File: src/rtl/atm_auth_ctrl.sv
// ATM authentication controller: scans the user table over a synchronous
// read port, returns a coded verdict, tracks wrong-PIN streaks with card
// lockout, and holds an authenticated session until logout or timeout.
module atm_auth_ctrl #(
  parameter int N_USERS   = 16,
  parameter int CARD_W    = 10,
  parameter int PIN_W     = 11,
  parameter int MAX_TRIES = 3,
  parameter int TIMEOUT   = 1024,
  parameter int IDX_W     = $clog2(N_USERS)
) (
  input  logic               clk,
  input  logic               rst_n,
  input  logic               req_valid,
  output logic               req_ready,
  input  logic [CARD_W-1:0]  req_card,
  input  logic [PIN_W-1:0]   req_pin,
  output logic [IDX_W-1:0]   tbl_addr,
  input  logic [CARD_W-1:0]  tbl_card,
  input  logic [PIN_W-1:0]   tbl_pin,
  output logic               resp_valid,
  input  logic               resp_ready,
  output logic [1:0]         resp_code,
  output logic [IDX_W-1:0]   resp_idx,
  output logic               session_active,
  output logic [IDX_W-1:0]   session_idx,
  input  logic               activity,
  input  logic               logout,
  input  logic               unlock_valid,
  input  logic [IDX_W-1:0]   unlock_idx,
  output logic [N_USERS-1:0] lock_map
);

  localparam int CW = $clog2(MAX_TRIES + 1);
  localparam int TW = $clog2(TIMEOUT);
  localparam logic [TW-1:0]    T_LAST   = TW'(TIMEOUT - 1);
  localparam logic [IDX_W-1:0] IDX_LAST = IDX_W'(N_USERS - 1);
  localparam logic [CW-1:0]    TRIES_LK = CW'(MAX_TRIES);

  typedef enum logic [1:0] {IDLE, SCAN, RESP, SESSION} state_t;
  typedef enum logic [1:0] {C_OK = 2'b00, C_BAD_PIN = 2'b01,
                            C_NO_CARD = 2'b10, C_LOCKED = 2'b11} code_t;

  state_t              state, next_state;
  logic [CARD_W-1:0]   lat_card;
  logic [PIN_W-1:0]    lat_pin;
  logic                cmp_vld;
  logic [IDX_W-1:0]    cmp_idx;
  logic [TW-1:0]       timer;
  logic [CW-1:0]       fail_cnt, fcnt_nxt, tries;
  logic [IDX_W-1:0]    fail_idx, fidx_nxt;
  logic [N_USERS-1:0]  lock_nxt;
  logic                ready_q;
  logic                card_hit;
  code_t               v_code;

  // cmp_idx tracks the address whose table data is on tbl_card/tbl_pin now
  assign card_hit = cmp_vld && (tbl_card == lat_card);

  // State register
  always_ff @(posedge clk or negedge rst_n) begin
    if (!rst_n) state <= IDLE;
    else        state <= next_state;
  end

  // Next-state logic
  always_comb begin
    next_state = state;
    unique case (state)
      IDLE:    if (req_valid && req_ready) next_state = SCAN;
      SCAN:    if (card_hit || (cmp_vld && cmp_idx == IDX_LAST)) next_state = RESP;
      RESP:    if (resp_ready) next_state = (resp_code == C_OK) ? SESSION : IDLE;
      SESSION: if (logout || (timer == T_LAST && !activity)) next_state = IDLE;
      default: next_state = IDLE;
    endcase
  end

  // Outputs decoded from state
  always_comb begin
    req_ready      = ready_q;
    resp_valid     = (state == RESP);
    session_active = (state == SESSION);
  end

  // Verdict and lock/fail-counter update; unlock is applied last so it wins
  always_comb begin
    v_code   = C_NO_CARD;
    lock_nxt = lock_map;
    fcnt_nxt = fail_cnt;
    fidx_nxt = fail_idx;
    tries    = '0;
    if (state == SCAN && card_hit) begin
      if (lock_map[cmp_idx]) begin
        v_code = C_LOCKED;
      end else if (tbl_pin == lat_pin) begin
        v_code = C_OK;
        if (fail_idx == cmp_idx) fcnt_nxt = '0;
      end else begin
        tries    = (fail_idx == cmp_idx) ? fail_cnt + 1'b1 : CW'(1);
        fidx_nxt = cmp_idx;
        if (tries == TRIES_LK) begin
          lock_nxt[cmp_idx] = 1'b1;
          fcnt_nxt          = '0;
          v_code            = C_LOCKED;
        end else begin
          fcnt_nxt = tries;
          v_code   = C_BAD_PIN;
        end
      end
    end
    if (unlock_valid) begin
      lock_nxt[unlock_idx] = 1'b0;
      if (fail_idx == unlock_idx) fcnt_nxt = '0;
    end
  end

  // Datapath registers: request latch, scan address, verdict, session timer
  always_ff @(posedge clk or negedge rst_n) begin
    if (!rst_n) begin
      ready_q     <= 1'b0;
      lat_card    <= '0;
      lat_pin     <= '0;
      tbl_addr    <= '0;
      cmp_vld     <= 1'b0;
      cmp_idx     <= '0;
      resp_code   <= '0;
      resp_idx    <= '0;
      session_idx <= '0;
      timer       <= '0;
      fail_cnt    <= '0;
      fail_idx    <= '0;
      lock_map    <= '0;
    end else begin
      ready_q  <= (next_state == IDLE);
      lock_map <= lock_nxt;
      fail_cnt <= fcnt_nxt;
      fail_idx <= fidx_nxt;
      unique case (state)
        IDLE: if (req_valid && req_ready) begin
          lat_card <= req_card;
          lat_pin  <= req_pin;
          tbl_addr <= '0;
          cmp_vld  <= 1'b0;
        end
        SCAN: if (next_state == SCAN) begin
          tbl_addr <= tbl_addr + 1'b1;
          cmp_idx  <= tbl_addr;
          cmp_vld  <= 1'b1;
        end else begin
          resp_code <= v_code;
          resp_idx  <= card_hit ? cmp_idx : '0;
          cmp_vld   <= 1'b0;
        end
        RESP: if (resp_ready && resp_code == C_OK) begin
          session_idx <= resp_idx;
          timer       <= '0;
        end
        SESSION: timer <= activity ? '0 : timer + 1'b1;
        default: ;
      endcase
    end
  end

endmodule

File: config.mk
export PLATFORM = sky130hd
export DESIGN_NAME = atm_auth_ctrl
export DESIGN_NICKNAME = d
export VERILOG_FILES = /design/src/rtl/atm_auth_ctrl.sv
export SDC_FILE = /design/constraint.sdc
export NUM_CORES = 1
export LEC_CHECK = 0
export ABC_AREA = 1
export CAP_MARGIN = 15
export CORE_ASPECT_RATIO = 0.5
export CORE_UTILIZATION = 40
export CTS_CLUSTER_DIAMETER = 100
export DETAILED_ROUTE_END_ITERATION = 8
export PLACE_DENSITY_LB_ADDON = 0.2
export SETUP_SLACK_MARGIN = 0.2
export SYNTH_ARGS = -nofsm -noshare
export SYNTH_HDL_FRONTEND = slang
export SYNTH_SLANG_ARGS = --single-unit
File: constraint.sdc
create_clock -name clk -period 1.6 [get_ports clk]
set_input_delay 0.24 -clock clk [delete_from_list [all_inputs] [get_ports clk]]
set_output_delay 0.24 -clock clk [all_outputs]
set_load 0.01 [all_outputs]
==> flow_metrics.env <==
export IMPL_first_iter_violations=208
export IMPL_yosys_warnings=0
export IMPL_switching_share_pct=36.5
export IMPL_path_cells="nor2_2 -> nor2_1 -> nor2_1 -> nand2_1 -> nor2_4 -> nand3_4 -> nor2_8 -> nand3_1 -> a21oi_2"
export IMPL_synth_nets=596
export IMPL_clock_latency_ns=0.34
export IMPL_clockRootBuffer="clkbuf_16"
export IMPL_fin_crit_sh_pct=108
export IMPL_required_ns=1.87
export IMPL_min_period_ns=1.72
export IMPL_setup_viol=26
export IMPL_slew_viol_final=0
export IMPL_num_rows=25
export IMPL_grt_overflow=0
export IMPL_clk_path_buf_depth=2
export IMPL_drc=0
export IMPL_syn_area_um2=4090
export IMPL_end_kind="flip-flop"
export IMPL_hpwlAfterDp_um=7870
export IMPL_cellLeakagePower_nw=3.24
export IMPL_gp_congestion=0.883
export IMPL_power_frac_seq_pct=32.0
export IMPL_clock_sinks=75
export IMPL_fmax_mhz=581
export IMPL_num_antenna_cells=0
export IMPL_p_per_area_nw_per_um2=1440
export IMPL_first_pass_iters=4
export IMPL_num_io_pins=86
export IMPL_switchingPower_mw=3.44
export IMPL_grt_pass1_vias=3721
export IMPL_fin_area_um2=6550
export IMPL_p_comb_share_pct=44.3
export IMPL_placed_cells=803
export IMPL_htree_levels=3
export IMPL_drive_gt1_share_pct=29.7
export IMPL_ant_nets=0
export IMPL_avgSynthCellArea_um2=7.55
export IMPL_setup_slack_ns=-0.123
export IMPL_die_h_um=73.5
export IMPL_skew_ns=0.00513
export IMPL_synth_edff_count=0
export IMPL_rsz0062_at_grt="true"
export IMPL_tightestPinTransition_ns=0.332
export IMPL_via_per_inst=4.89
export IMPL_cpMaxStageDelayCell="dfrtp_1"
export IMPL_ir_drop_mv=0.664
export IMPL_antenna_found_initial=0
export IMPL_cpPeakStageDelay_ns=0.40
export IMPL_worstSetupPathType="reg2reg"
export IMPL_placed_cell_area_um2=5490
export IMPL_grt_use_total_pct=21.8
export IMPL_finalPower_mw=9.43
export IMPL_ys_ff_latch=75
export IMPL_netlist_instances=541
export IMPL_critPathMaxFanout=7
export IMPL_start_util_pct=42.3
export IMPL_hold_class="in2async"
export IMPL_violations="setup timing"
export IMPL_synth_cell_type_count=33
export IMPL_cp_num_buf_inv=0
export IMPL_maxCapViolCount=0
export IMPL_slew_headroom_pct=77.9
export IMPL_crit_family="simple AND/OR/NAND/NOR gates"
export IMPL_clk_transition_reported_paths_ns=0.06
export IMPL_crit_top_cell="nor2_1"
export IMPL_die_w_um=145
export IMPL_grt_max_degree=36
export IMPL_ys_flop_type="dfrtp_1"
export IMPL_finalWirelength_um=12100
export IMPL_area_growth_pct=60.3
export IMPL_crit_arrival_ns=1.99
export IMPL_final_util_pct=67.8
export IMPL_finalHoldViolCount=0
export IMPL_fin_hold_ws_ns=0.348
export IMPL_fp_coreArea_um2=9670
export IMPL_ys_seq_area_share_pct=45.9
export IMPL_internal_power_mw=5.98
export IMPL_status="finished with violations"
export IMPL_stdcell_count=843
export IMPL_io_buffers=85
export IMPL_vias=4124
export IMPL_nets=758
export IMPL_die_area_um2=10600
export IMPL_grt_pass1_wl_um=18000
export IMPL_wl_per_cell_um=14.4
export IMPL_clkPwrFrac_pct=23.7
export IMPL_async_flop_share_pct=100
export IMPL_numCtsBuffers=9
export IMPL_crit_path_start_kind="flip-flop"
export IMPL_cts_tree="done"
==> worst paths after layout <==
path,startpoint,endpoint,slack (ns),cells past startpoint
worst max-delay path,lat_card[6]$_DFFE_PN0P_,lock_map[14]$_DFF_PN0_,-0.12,9
worst min-delay path,rst_n,lat_card[6]$_DFFE_PN0P_,0.35,2
worst max register to register,lat_card[6]$_DFFE_PN0P_,lock_map[14]$_DFF_PN0_,-0.12,9
worst min register to register,session_idx[2]$_DFFE_PN0P_,session_idx[2]$_DFFE_PN0P_,0.51,2
max in group asynchronous,rst_n,session_idx[2]$_DFFE_PN0P_,0.74,3
min in group clk,req_card[4],lat_card[4]$_DFFE_PN0P_,0.47,3
==> metrics by stage <==
stage / setup TNS (ns) / setup WS [ns]
after floorplan: 0 / 0.152
after global placement: -13.25 / -0.402
after detailed placement: -14.42 / -0.425
after CTS: -0.954 / -0.0638
after global routing: -6.29 / -0.243
final: -2.02 / -0.123
==> logic make-up after synthesis <==
| logic type | Yosys count | share of synthesized area [%] |
|---|---|---|
| AND/OR/NAND/NOR | 278 | 29.6 |
| adder cells (fa/ha/maj) | 2 | 0.612 |
| AO/OA/AOI/OAI | 71 | 9.40 |
| flip-flops | 75 | 45.9 |
| multiplexers | 10 | 2.76 |
| XOR/XNOR | 14 | 3.00 |
| buffers and inverters | 91 | 8.73 |
==> power by group through the flow <==
stage          clock network, mW  logic [mW]  registers, mW
2_1_floorplan                  0        1.87           2.97
3_3_place_gp                   0        3.40           2.99
3_5_place_dp                   0        3.45           3.00
4_1_cts                     2.26        3.64           2.98
5_1_grt                     2.33        4.57           3.10
6_report                    2.23        4.18           3.01
==> cell type report <==
type | count | area [µm²]
Timing Repair Buffer | 158 | 1550
Clock buffer | 12 | 256
Sequential cell | 75 | 1880
Tap cell | 135 | 169
Multi-Input combinational cell | 377 | 2310
Clock inverter | 4 | 72.6
Inverter | 82 | 310
Fill cell | 770 | 3120
==> cells in the final DEF, fill, tap and decap left out, types with 2 or more instances in the layout <==
| master | n |
|---|---|
| a21oi_1 | 20 |
| a21oi_2 | 17 |
| a22oi_1 | 2 |
| buf_12 | 4 |
| buf_4 | 47 |
| buf_6 | 19 |
| buf_8 | 2 |
| bufinv_16 | 2 |
| clkbuf_16 | 12 |
| clkbuf_8 | 2 |
| clkdlybuf4s50_1 | 50 |
| dfrtp_1 | 73 |
| dfrtp_2 | 2 |
| dlygate4sd2_1 | 31 |
| inv_1 | 71 |
| inv_2 | 10 |
| mux2_4 | 9 |
| nand2_1 | 111 |
| nand2_2 | 19 |
| nand2_4 | 6 |
| nand2_8 | 2 |
| nand3_1 | 25 |
| nand3_2 | 15 |
| nand3_4 | 3 |
| nand4_1 | 7 |
| nor2_1 | 62 |
| nor2_2 | 7 |
| nor2_4 | 13 |
| nor2_8 | 2 |
| nor3_1 | 4 |
| o21ai_0 | 7 |
| o21ai_1 | 6 |
| o21ai_2 | 8 |
| o22ai_1 | 6 |
| xnor2_1 | 10 |
| xor2_1 | 4 |
==> timing repair <==
| action | in CTS | in global routing |
|---|---|---|
| buffers inserted | 6 | 11 |
| pin swaps | 13 | 45 |
| hold buffers | 1 | 0 |
| gates cloned | 2 | 4 |
| gates resized for setup | 78 | 115 |
| setup endpoints to repair | 74 | 61 |
| hold endpoints to repair | 21 | 0 |
==> cell usage after synthesis (5+ instances only) <==
cell type / instances / share of area (%)
nand4_1: 7 / 1.1
nand3_1: 42 / 5.1
nor3_1: 5 / 0.61
dfrtp_1: 75 / 46
nand2_1: 134 / 12
mux2_2: 10 / 2.8
o22ai_1: 6 / 0.92
a21oi_1: 37 / 4.5
inv_1: 78 / 7.2
xnor2_1: 10 / 2.1
nor2_1: 77 / 7.1
o21ai_0: 17 / 2.1
==> state kept, by name (all words and copies together) (netlist names) <==
register / cells
tbl_addr: 4
req_ready: 1
resp_code: 2
cmp_vld: 1
cmp_idx: 4
fail_idx: 4
fail_cnt: 2
lock_map: 16
state: 2
lat_card: 10
session_idx: 4
lat_pin: 11
resp_idx: 4
timer: 10
==> layer usage <==
| layer | track usage, % | share of wire [%] | vias up |
|---|---|---|---|
| met5 | 0 | 0 | - |
| met4 | 6.26 | 1.6 | 0 |
| met3 | 5.40 | 4.3 | 17 |
| met2 | 37.1 | 49 | 99 |
| met1 | 27.8 | 45 | 1954 |
| li1 | - | - | 2054 |
No activity file was read; power rests on OpenSTA's default activity.
